## src/rtl/slice_serial_alu.sv

```systemverilog
// rtl/slice_serial_alu.sv - slice-sequential 74181-equivalent ALU with start/done handshake
//
// Purpose:
//    Evaluates a WIDTH-bit 74181 function SLICE bits per clock, least
//    significant slice first, carrying between slices through a register.
//    Operands and controls are latched when a request is accepted; the
//    visible results and flags hold until the next operation completes.
//
// Ports:
//    clk     in   system clock, rising-edge
//    resetl  in   synchronous active-low reset
//    start   in   request, accepted only while busy=0
//    s       in   [3:0] 74181 function select
//    m       in   1 = logic, 0 = arithmetic
//    ci_n    in   active-low carry in
//    a, b    in   [WIDTH-1:0] operands
//    busy    out  operation in progress
//    done    out  one-cycle completion pulse
//    z       out  [WIDTH-1:0] result
//    co_n    out  active-low carry out of the MSB slice (1 in logic mode)
//    aeb     out  latched a==b
//    zero    out  z==0

module slice_serial_alu #(
   parameter int WIDTH = 16,
   parameter int SLICE = 4
) (
   input  logic             clk,
   input  logic             resetl,
   input  logic             start,
   input  logic [3:0]       s,
   input  logic             m,
   input  logic             ci_n,
   input  logic [WIDTH-1:0] a,
   input  logic [WIDTH-1:0] b,
   output logic             busy,
   output logic             done,
   output logic [WIDTH-1:0] z,
   output logic             co_n,
   output logic             aeb,
   output logic             zero
);

   localparam int NS = WIDTH / SLICE;
   localparam int CW = (NS > 1) ? $clog2(NS) : 1;
   localparam logic [CW-1:0] LAST = CW'(NS - 1);

   typedef enum logic {IDLE, RUN} state_t;

   state_t           state_q, state_d;
   logic [CW-1:0]    cnt_q, cnt_d;
   logic [WIDTH-1:0] a_q, a_d;
   logic [WIDTH-1:0] b_q, b_d;
   logic [WIDTH-1:0] res_q, res_d;
   logic [WIDTH-1:0] z_q, z_d;
   logic [3:0]       s_q, s_d;
   logic             m_q, m_d;
   logic             carry_q, carry_d;   // active-low, like ci_n
   logic             eq_q, eq_d;         // a==b captured at acceptance
   logic             done_q, done_d;
   logic             co_n_q, co_n_d;
   logic             aeb_q, aeb_d;
   logic             zero_q, zero_d;

   // Operands shift right one slice per cycle, so the live slice is always
   // at the bottom of a_q/b_q.
   logic [SLICE-1:0] f_sl;
   logic             c_out;
   logic [WIDTH-1:0] res_shift;

   always_comb begin
      logic c, x, y;
      c    = ~carry_q;
      x    = 1'b0;
      y    = 1'b0;
      f_sl = '0;
      for (int i = 0; i < SLICE; i++) begin
         // x: complement of generate, y: complement of propagate
         y = ~(a_q[i] | (s_q[0] & b_q[i]) | (s_q[1] & ~b_q[i]));
         x = ~((s_q[2] & a_q[i] & ~b_q[i]) | (s_q[3] & a_q[i] & b_q[i]));
         // logic mode masks the carry, which inverts the half-sum
         f_sl[i] = x ^ y ^ (m_q | c);
         c = ~x | (~y & c);
      end
      c_out = c;
   end

   // New slice enters at the top; after NS shifts the first slice sits at bit 0.
   assign res_shift = (res_q >> SLICE) | (WIDTH'(f_sl) << (WIDTH - SLICE));

   always_comb begin
      state_d = state_q;
      cnt_d   = cnt_q;
      a_d     = a_q;
      b_d     = b_q;
      res_d   = res_q;
      z_d     = z_q;
      s_d     = s_q;
      m_d     = m_q;
      carry_d = carry_q;
      eq_d    = eq_q;
      done_d  = 1'b0;
      co_n_d  = co_n_q;
      aeb_d   = aeb_q;
      zero_d  = zero_q;
      case (state_q)
         IDLE: begin
            if (start) begin
               a_d     = a;
               b_d     = b;
               s_d     = s;
               m_d     = m;
               carry_d = ci_n;
               eq_d    = (a == b);
               res_d   = '0;
               cnt_d   = '0;
               state_d = RUN;
            end
         end
         RUN: begin
            a_d     = a_q >> SLICE;
            b_d     = b_q >> SLICE;
            res_d   = res_shift;
            carry_d = ~c_out;
            if (cnt_q == LAST) begin
               z_d     = res_shift;
               co_n_d  = m_q | ~c_out;
               aeb_d   = eq_q;
               zero_d  = (res_shift == '0);
               done_d  = 1'b1;
               cnt_d   = '0;
               state_d = IDLE;
            end else begin
               cnt_d = cnt_q + CW'(1);
            end
         end
         default: state_d = IDLE;
      endcase
   end

   always_ff @(posedge clk) begin
      if (!resetl) begin
         state_q <= IDLE;
         cnt_q   <= '0;
         a_q     <= '0;
         b_q     <= '0;
         res_q   <= '0;
         z_q     <= '0;
         s_q     <= '0;
         m_q     <= 1'b0;
         carry_q <= 1'b1;
         eq_q    <= 1'b0;
         done_q  <= 1'b0;
         co_n_q  <= 1'b1;
         aeb_q   <= 1'b0;
         zero_q  <= 1'b1;
      end else begin
         state_q <= state_d;
         cnt_q   <= cnt_d;
         a_q     <= a_d;
         b_q     <= b_d;
         res_q   <= res_d;
         z_q     <= z_d;
         s_q     <= s_d;
         m_q     <= m_d;
         carry_q <= carry_d;
         eq_q    <= eq_d;
         done_q  <= done_d;
         co_n_q  <= co_n_d;
         aeb_q   <= aeb_d;
         zero_q  <= zero_d;
      end
   end

   assign busy = (state_q == RUN);
   assign done = done_q;
   assign z    = z_q;
   assign co_n = co_n_q;
   assign aeb  = aeb_q;
   assign zero = zero_q;

endmodule
```

## config.mk

```make
export PLATFORM = sky130hd
export DESIGN_NAME = slice_serial_alu
export DESIGN_NICKNAME = d
export VERILOG_FILES = /design/src/rtl/slice_serial_alu.sv
export SDC_FILE = /design/constraint.sdc
export NUM_CORES = 1
export LEC_CHECK = 0
export CORE_UTILIZATION = 40
export DETAILED_ROUTE_END_ITERATION = 7
export PLACE_DENSITY = 0.73
export SLEW_MARGIN = 20
export SYNTH_ARGS = -nofsm -noshare
export SYNTH_HDL_FRONTEND = slang
export SYNTH_SLANG_ARGS = --single-unit
```

## constraint.sdc

```tcl
create_clock -name clk -period 1.6 [get_ports clk]
set_input_delay 0.32 -clock clk [delete_from_list [all_inputs] [get_ports clk]]
set_output_delay 0.32 -clock clk [all_outputs]
set_load 0.03 [all_outputs]
```

==> results_dict.tcl, run 1 <==
set metrics [dict create \
    die_w_um 96.0 \
    synth_fa_ha_area_frac 0.00354 \
    worstPathBufferInverterCount 2 \
    cts_buffers 9 \
    status "finished, violations left" \
    hpwl_um 6130 \
    path_cells "mux2_4 -> o21bai_4 -> buf_4 -> o2111ai_2 -> xnor2_1 -> buf_4 -> nor2b_1 -> o21a_1" \
    fmax_mhz 580 \
    hp-start "z[7]$_SDFFE_PN0P_" \
    ant_nets 0 \
    powerDensity_nw_per_um2 911 \
    cp.depth 8 \
    grt_pass1_vias 2880 \
    grt.total_usage 0.197 \
    fin_setup_tns_ps -500 \
    grt_overflow 0 \
    n_antenna_cell 0 \
    syn_nets 439 \
    synthSimpleGateAreaFrac 0.222 \
    synth_ff_type "dfxtp_1" \
    leakagePower_nw 1.94 \
    async_reset_ff_frac 0 \
    synth-compound-area-share 0.127 \
    cts_num_sinks 74 \
    cts_max_path_buffers 2 \
    totalPowerFinal_mw 4.40 \
    synth_enable_flop_cells 0 \
    yosysWarnings 0 \
    vias 2992 \
    portBuffers 61 \
    netlist_area_um2 3540 \
    rsz0062_at_grt "true" \
    gp_congestion 0.848 \
    p_switching_mw 1.07 \
    violations "setup timing" \
    start_util 0.422 \
    tightest_slew_ps 314 \
    grt_max_degree 38 \
    drc 0 \
    routed_via_density 5.04 \
    r2r-start "b_q[0]$_SDFFE_PN0P_" \
    die-area_um2 9220 \
    antenna_found_initial 0 \
    internal_power_mw 3.34 \
    synthTopCellsByArea "dfxtp_1 42%, mux2i_1 10%, nand2_1 6.6%" \
    path_max_fanout 3 \
    yosys.area_share.xor_xnor 0.0495 \
    synth_seq_cells 74 \
    post-route-period-util 1.08 \
    endpoint_kind "register" \
    synth_seq_area_share 0.419 \
    areaGrowthSynthToFinish_pct 36.6 \
    r2r_cells 8 \
    grt_pass1_wl_um 13800 \
    synth_top_family_by_area "simple AND/OR/NAND/NOR gates" \
    die_y_um 96.0 \
    htreeDepth 3 \
    critPathMaxStageDelay_ps 360 \
    yosysTopAreaCellShare 0.419 \
    whs_path_depth 2 \
    clock_latency_ps 350 \
    pwr-share-clk 0.393 \
    utilization 0.577 \
    syn_inst 397 \
    cts-root-buf "clkbuf_8" \
    hold_viol 0 \
    initialDrtViolationCount 87 \
    finalMaxSlewViolations 0 \
    path_class "reg -> reg" \
    swShare 0.242 \
    finalNetCount 527 \
    min-delay-path-class "reg -> reg" \
    cp_common_cell "buf_4" \
    synth_area_per_cell_um2 8.91 \
    path_clk_slew_ps 70 \
    ir_worst_vdd_mv 0.557 \
    cp-startpoint "b_q[0]$_SDFFE_PN0P_" \
    slew_headroom 0.788 \
    finalSetupViolCount 9 \
    synth_cell_type_count 40 \
    totalWireLength_um 8300 \
    arrival_ps 1970 \
    p_seq_frac 0.447 \
    postCtsHoldBufs 0 \
    ioPinCount 62 \
    required_ps 1840 \
    dr.pass1.iters 4 \
    skew_ps 11.7 \
    fin_ws_ps -125 \
    layout-drive-gt1-share 0.186 \
    core_um2 8380 \
    synth_top_area_cell "dfxtp_1" \
    cts_tree "done" \
    comb_power_share 0.160 \
    wl_per_cell_um 14.0 \
    worstSetupStartpointType "register" \
    cap_violations 0 \
    muxShareOfSynthArea 0.145 \
    crit_slowest_cell "dfxtp_4" \
    min_period_ps 1720 \
    crit_family "compound AO/OA/AOI/OAI gates" \
    num_rows 33 \
]
## through the flow
step / std cells / worst slack [ps] / hold slack, ps / instance area, um2
after floorplan: 397 / 12.3 / 440 / 3540
after global placement: 576 / -90.7 / 451 / 4490
after detailed placement: 576 / -189 / 457 / 4490
after CTS: 592 / -118 / 466 / 4790
after global routing: 594 / -177 / 484 / 4830
final: 594 / -125 / 459 / 4830
## final timing paths
kind / endpoint / slack, ps
worst max-delay path: res_q[14]$_SDFFE_PN0P_ / -120
worst min-delay path: z[7]$_SDFFE_PN0P_ / 460
worst max register to register: res_q[14]$_SDFFE_PN0P_ / -120
worst min register to register: z[7]$_SDFFE_PN0P_ / 460
## tightest hold or removal path, cell delays in order (launching register included)
cell	delay (ps)
dfxtp_1	310
nand2_1	40
a21boi_0	60
## layout make-up
class                   count  area, um2
clock buffers               9        124
clock inverters             6        115
multi-input cells         292       2020
well taps                 105        131
repair buffers            103        931
inverters                   5       18.8
flip-flops and latches     74       1490
fillers                   712       3550
## power groups by stage
stage	Clock (mW)	Combinational, mW	Sequential, mW
2_1_floorplan	0	0.355	2.00
6_report	1.73	0.703	1.97
3_3_place_gp	0	0.629	2.01
5_1_grt	1.86	0.765	1.98
3_5_place_dp	0	0.643	2.01
4_1_cts	1.77	0.681	1.97
## logic make-up after synthesis
kind of cell	count (synthesis)
buf+inv	31
xor+xnor	20
fa+ha+maj	1
compound gates	71
mux	46
flops	74
simple gates	154
## synthesized netlist by cell type, types with 4 or more instances
| cell type | instances |
|---|---|
| nand4_1 | 5 |
| nor4_1 | 4 |
| inv_1 | 5 |
| and2_1 | 25 |
| nor2_1 | 17 |
| nor2b_1 | 21 |
| a21boi_0 | 14 |
| dfxtp_1 | 74 |
| clkbuf_1 | 20 |
| mux2_2 | 5 |
| a21oi_1 | 15 |
| nand2_1 | 62 |
| o21ai_0 | 29 |
| mux2i_1 | 37 |
| nor3b_1 | 13 |
| xnor2_1 | 19 |
| buf_2 | 4 |
## sequential cells by signal, indices dropped and copies added, names as in the netlist, 2 cells and up
register  count
a_q          16
cnt_q         2
z            16
s_q           4
b_q          16
res_q        12
## cells in the final DEF (no fill, tap or decap), types with 3 or more instances in the layout
| cell type | instances |
|---|---|
| a21boi_0 | 13 |
| a21oi_1 | 13 |
| and2_1 | 25 |
| buf_4 | 37 |
| buf_6 | 3 |
| bufinv_16 | 3 |
| clkbuf_8 | 9 |
| clkdlybuf4s50_1 | 39 |
| dfxtp_1 | 68 |
| dfxtp_2 | 4 |
| dlygate4sd2_1 | 21 |
| inv_1 | 5 |
| mux2_2 | 4 |
| mux2i_1 | 37 |
| mux4_2 | 3 |
| nand2_1 | 60 |
| nand4_1 | 5 |
| nor2_1 | 15 |
| nor2b_1 | 21 |
| nor3b_1 | 12 |
| nor4_1 | 4 |
| o21ai_0 | 27 |
| xnor2_1 | 17 |
## routing by layer
metal  vias to the layer above  wire length [um]  GRT usage
met1                      1380              3640      0.244
met2                        73              4130      0.333
met4                         0               123     0.0585
met3                        11               411     0.0521
met5                         -                 0          0
li1                       1528                 -          -
## what timing repair did
action,4_1_cts,5_1_grt
gates resized for setup,43,7
buffers inserted,1,2
pin swaps,14,12
setup endpoints to repair,29,11
Power figures use the tool's default switching activity.
==> run 2, diff against run 1 <==
--- a/config.mk
+++ b/config.mk
@@ -7,6 +7,7 @@
 export LEC_CHECK = 0
 export CORE_UTILIZATION = 40
 export DETAILED_ROUTE_END_ITERATION = 7
+export HOLD_SLACK_MARGIN = 0.08
 export PLACE_DENSITY = 0.73
 export SLEW_MARGIN = 20
 export SYNTH_ARGS = -nofsm -noshare
==> constraint.sdc (replaced) <==
create_clock -name clk -period 1.47 [get_ports clk]
set_input_delay 0.294 -clock clk [delete_from_list [all_inputs] [get_ports clk]]
set_output_delay 0.294 -clock clk [all_outputs]
set_load 0.03 [all_outputs]
==> run 2 against run 1 <==
Compared with the run above: the flow still finishes with violations (setup timing); largest cell class unchanged; first-iteration DRC count rose by 6.9%; flip-flop and latch count did not move; register-to-register slack got worse by 70 ps; largest power group unchanged; critical endpoint is now zero$_SDFFE_PN1P_.
==> results_dict.tcl, run 2 (synthesis gave the netlist of run 1 again) <==
set metrics [dict create \
    status "finished, violations left" \
    violations "setup timing" \
    worstSetupStartpointType "register" \
    die-area_um2 9220 \
    leakagePower_nw 1.91 \
    gp_congestion 0.866 \
    min_period_ps 1670 \
    finalNetCount 525 \
    grt.total_usage 0.191 \
    fin_ws_ps -197 \
    ant_nets 0 \
    wl_per_cell_um 14.8 \
    vias 3044 \
    layout-drive-gt1-share 0.195 \
    die_y_um 96.0 \
    fmax_mhz 600 \
    crit_slowest_cell "dfxtp_4" \
    cts_max_path_buffers 2 \
    ir_worst_vdd_mv 0.479 \
    grt_pass1_wl_um 13500 \
    comb_power_share 0.171 \
    finalSetupViolCount 11 \
    rsz0062_at_grt "true" \
    r2r-start "b_q[0]$_SDFFE_PN0P_" \
    slew_headroom 0.761 \
    layout_common_cells "66 x dfxtp_1, 59 x nand2_1, 39 x clkdlybuf4s50_1, 37 x mux2i_1, 34 x buf_4" \
    required_ps 1720 \
    portBuffers 61 \
    clock_latency_ps 350 \
    cts-root-buf "clkbuf_8" \
    path_class "reg -> reg" \
    initialDrtViolationCount 93 \
    skew_ps 10.3 \
    start_util 0.422 \
    path_clk_slew_ps 80 \
    antenna_found_initial 0 \
    p_switching_mw 1.19 \
    post-route-period-util 1.13 \
    hold_viol 0 \
    num_rows 33 \
    grt_max_degree 83 \
    totalPowerFinal_mw 4.49 \
    crit_family "compound AO/OA/AOI/OAI gates" \
    hp-start "start" \
    ioPinCount 62 \
    areaGrowthSynthToFinish_pct 36.0 \
    dr.pass1.iters 4 \
    critPathMaxStageDelay_ps 380 \
    grt_pass1_vias 2829 \
    tightest_slew_ps 358 \
    final_cells 593 \
    grt_overflow 0 \
    die_w_um 96.0 \
    drc 0 \
    hpwl_um 5960 \
    totalWireLength_um 8770 \
    swShare 0.266 \
    htreeDepth 3 \
    layout_commonest_cell "dfxtp_1" \
    cts_buffers 9 \
    nFillCells 749 \
    n_antenna_cell 0 \
    cp-startpoint "b_q[0]$_SDFFE_PN0P_" \
    cts_tree "done" \
    endpoint_kind "register" \
    arrival_ps 1920 \
    path_max_fanout 4 \
    routed_via_density 5.13 \
    cap_violations 0 \
    path_cells "mux2_4 -> o21bai_4 -> a311oi_2 -> a211oi_2 -> xor2_1 -> buf_4 -> a31o_1" \
    min-delay-path-class "in -> reg" \
    core_um2 8380 \
    cts_num_sinks 74 \
    powerDensity_nw_per_um2 933 \
    pwr-share-clk 0.351 \
    worstPathBufferInverterCount 1 \
    p_seq_frac 0.478 \
    internal_power_mw 3.29 \
    dpl.cell_count 575 \
    finalMaxSlewViolations 0 \
]
==> run 2: cell types whose count changed in the layout (fill, tap and decap cells not counted), moves of 2 or more <==
cell	change
buf_4	-3
inv_2	+2
o21ai_1	+2
dfxtp_1	-2
bufinv_16	-2
xnor2_2	+2
inv_1	-2
==> run 2: layout make-up <==
cell class	count	area, um2	area share
multi-input cells	292	2030	0.421
flip-flops and latches	74	1500	0.312
repair buffers	101	938	0.195
well taps	105	131	0.0273
clock buffers	10	128	0.0265
clock inverters	6	67.6	0.0140
inverters	5	18.8	0.00390
==> run 2: layer usage <==
| metal | share of wire | vias up | track usage |
|---|---|---|---|
| li1 | - | 1519 | - |
| met1 | 0.46 | 1438 | 0.232 |
| met2 | 0.48 | 77 | 0.326 |
| met3 | 0.049 | 10 | 0.0561 |
| met4 | 0.013 | 0 | 0.0560 |
| met5 | 0 | - | 0 |
==> run 2: per-stage QoR <==
step | setup TNS, ps | setup slack (ps) | hold WS [ps] | cell area [um2] | utilization
2_1_floorplan | -75.0 | -28.8 | 440 | 3560 | -
3_3_place_gp | -1520 | -278 | 452 | 4520 | 0.539
3_5_place_dp | -2150 | -280 | 458 | 4520 | 0.539
4_1_cts | -1490 | -207 | 399 | 4770 | 0.569
5_1_grt | -2300 | -277 | 431 | 4810 | 0.574
6_report | -1490 | -197 | 414 | 4810 | 0.574
==> run 2: path summary, 6_finish.rpt <==
check                                         endpoint  slack (ps)  cells past startpoint
worst max-delay path                 zero$_SDFFE_PN1P_        -200                      7
worst min-delay path            res_q[15]$_SDFFE_PN0P_         410                      3
worst max register to register       zero$_SDFFE_PN1P_        -200                      7
worst min register to register       z[5]$_SDFFE_PN0P_         460                      2
==> run 2: power groups by stage <==
stage	logic [mW]	registers [mW]	clock network, mW
4_1_cts	0.746	2.14	1.60
3_5_place_dp	0.716	2.19	0
6_report	0.769	2.14	1.57
3_3_place_gp	0.705	2.18	0
2_1_floorplan	0.396	2.18	0
5_1_grt	0.829	2.15	1.68
==> run 2: tightest hold or removal path, stage by stage <==
cell and delay [ps]:
buf_2 210, or4bb_1 160, o21ai_1 60
==> run 2: what timing repair did <==
item,in CTS,in global routing
setup buffers,1,0
hold buffers,0,0
pin swaps,11,3
hold endpoints to repair,0,0
resized for setup,42,9
gates cloned,0,1
setup endpoints to repair,32,25
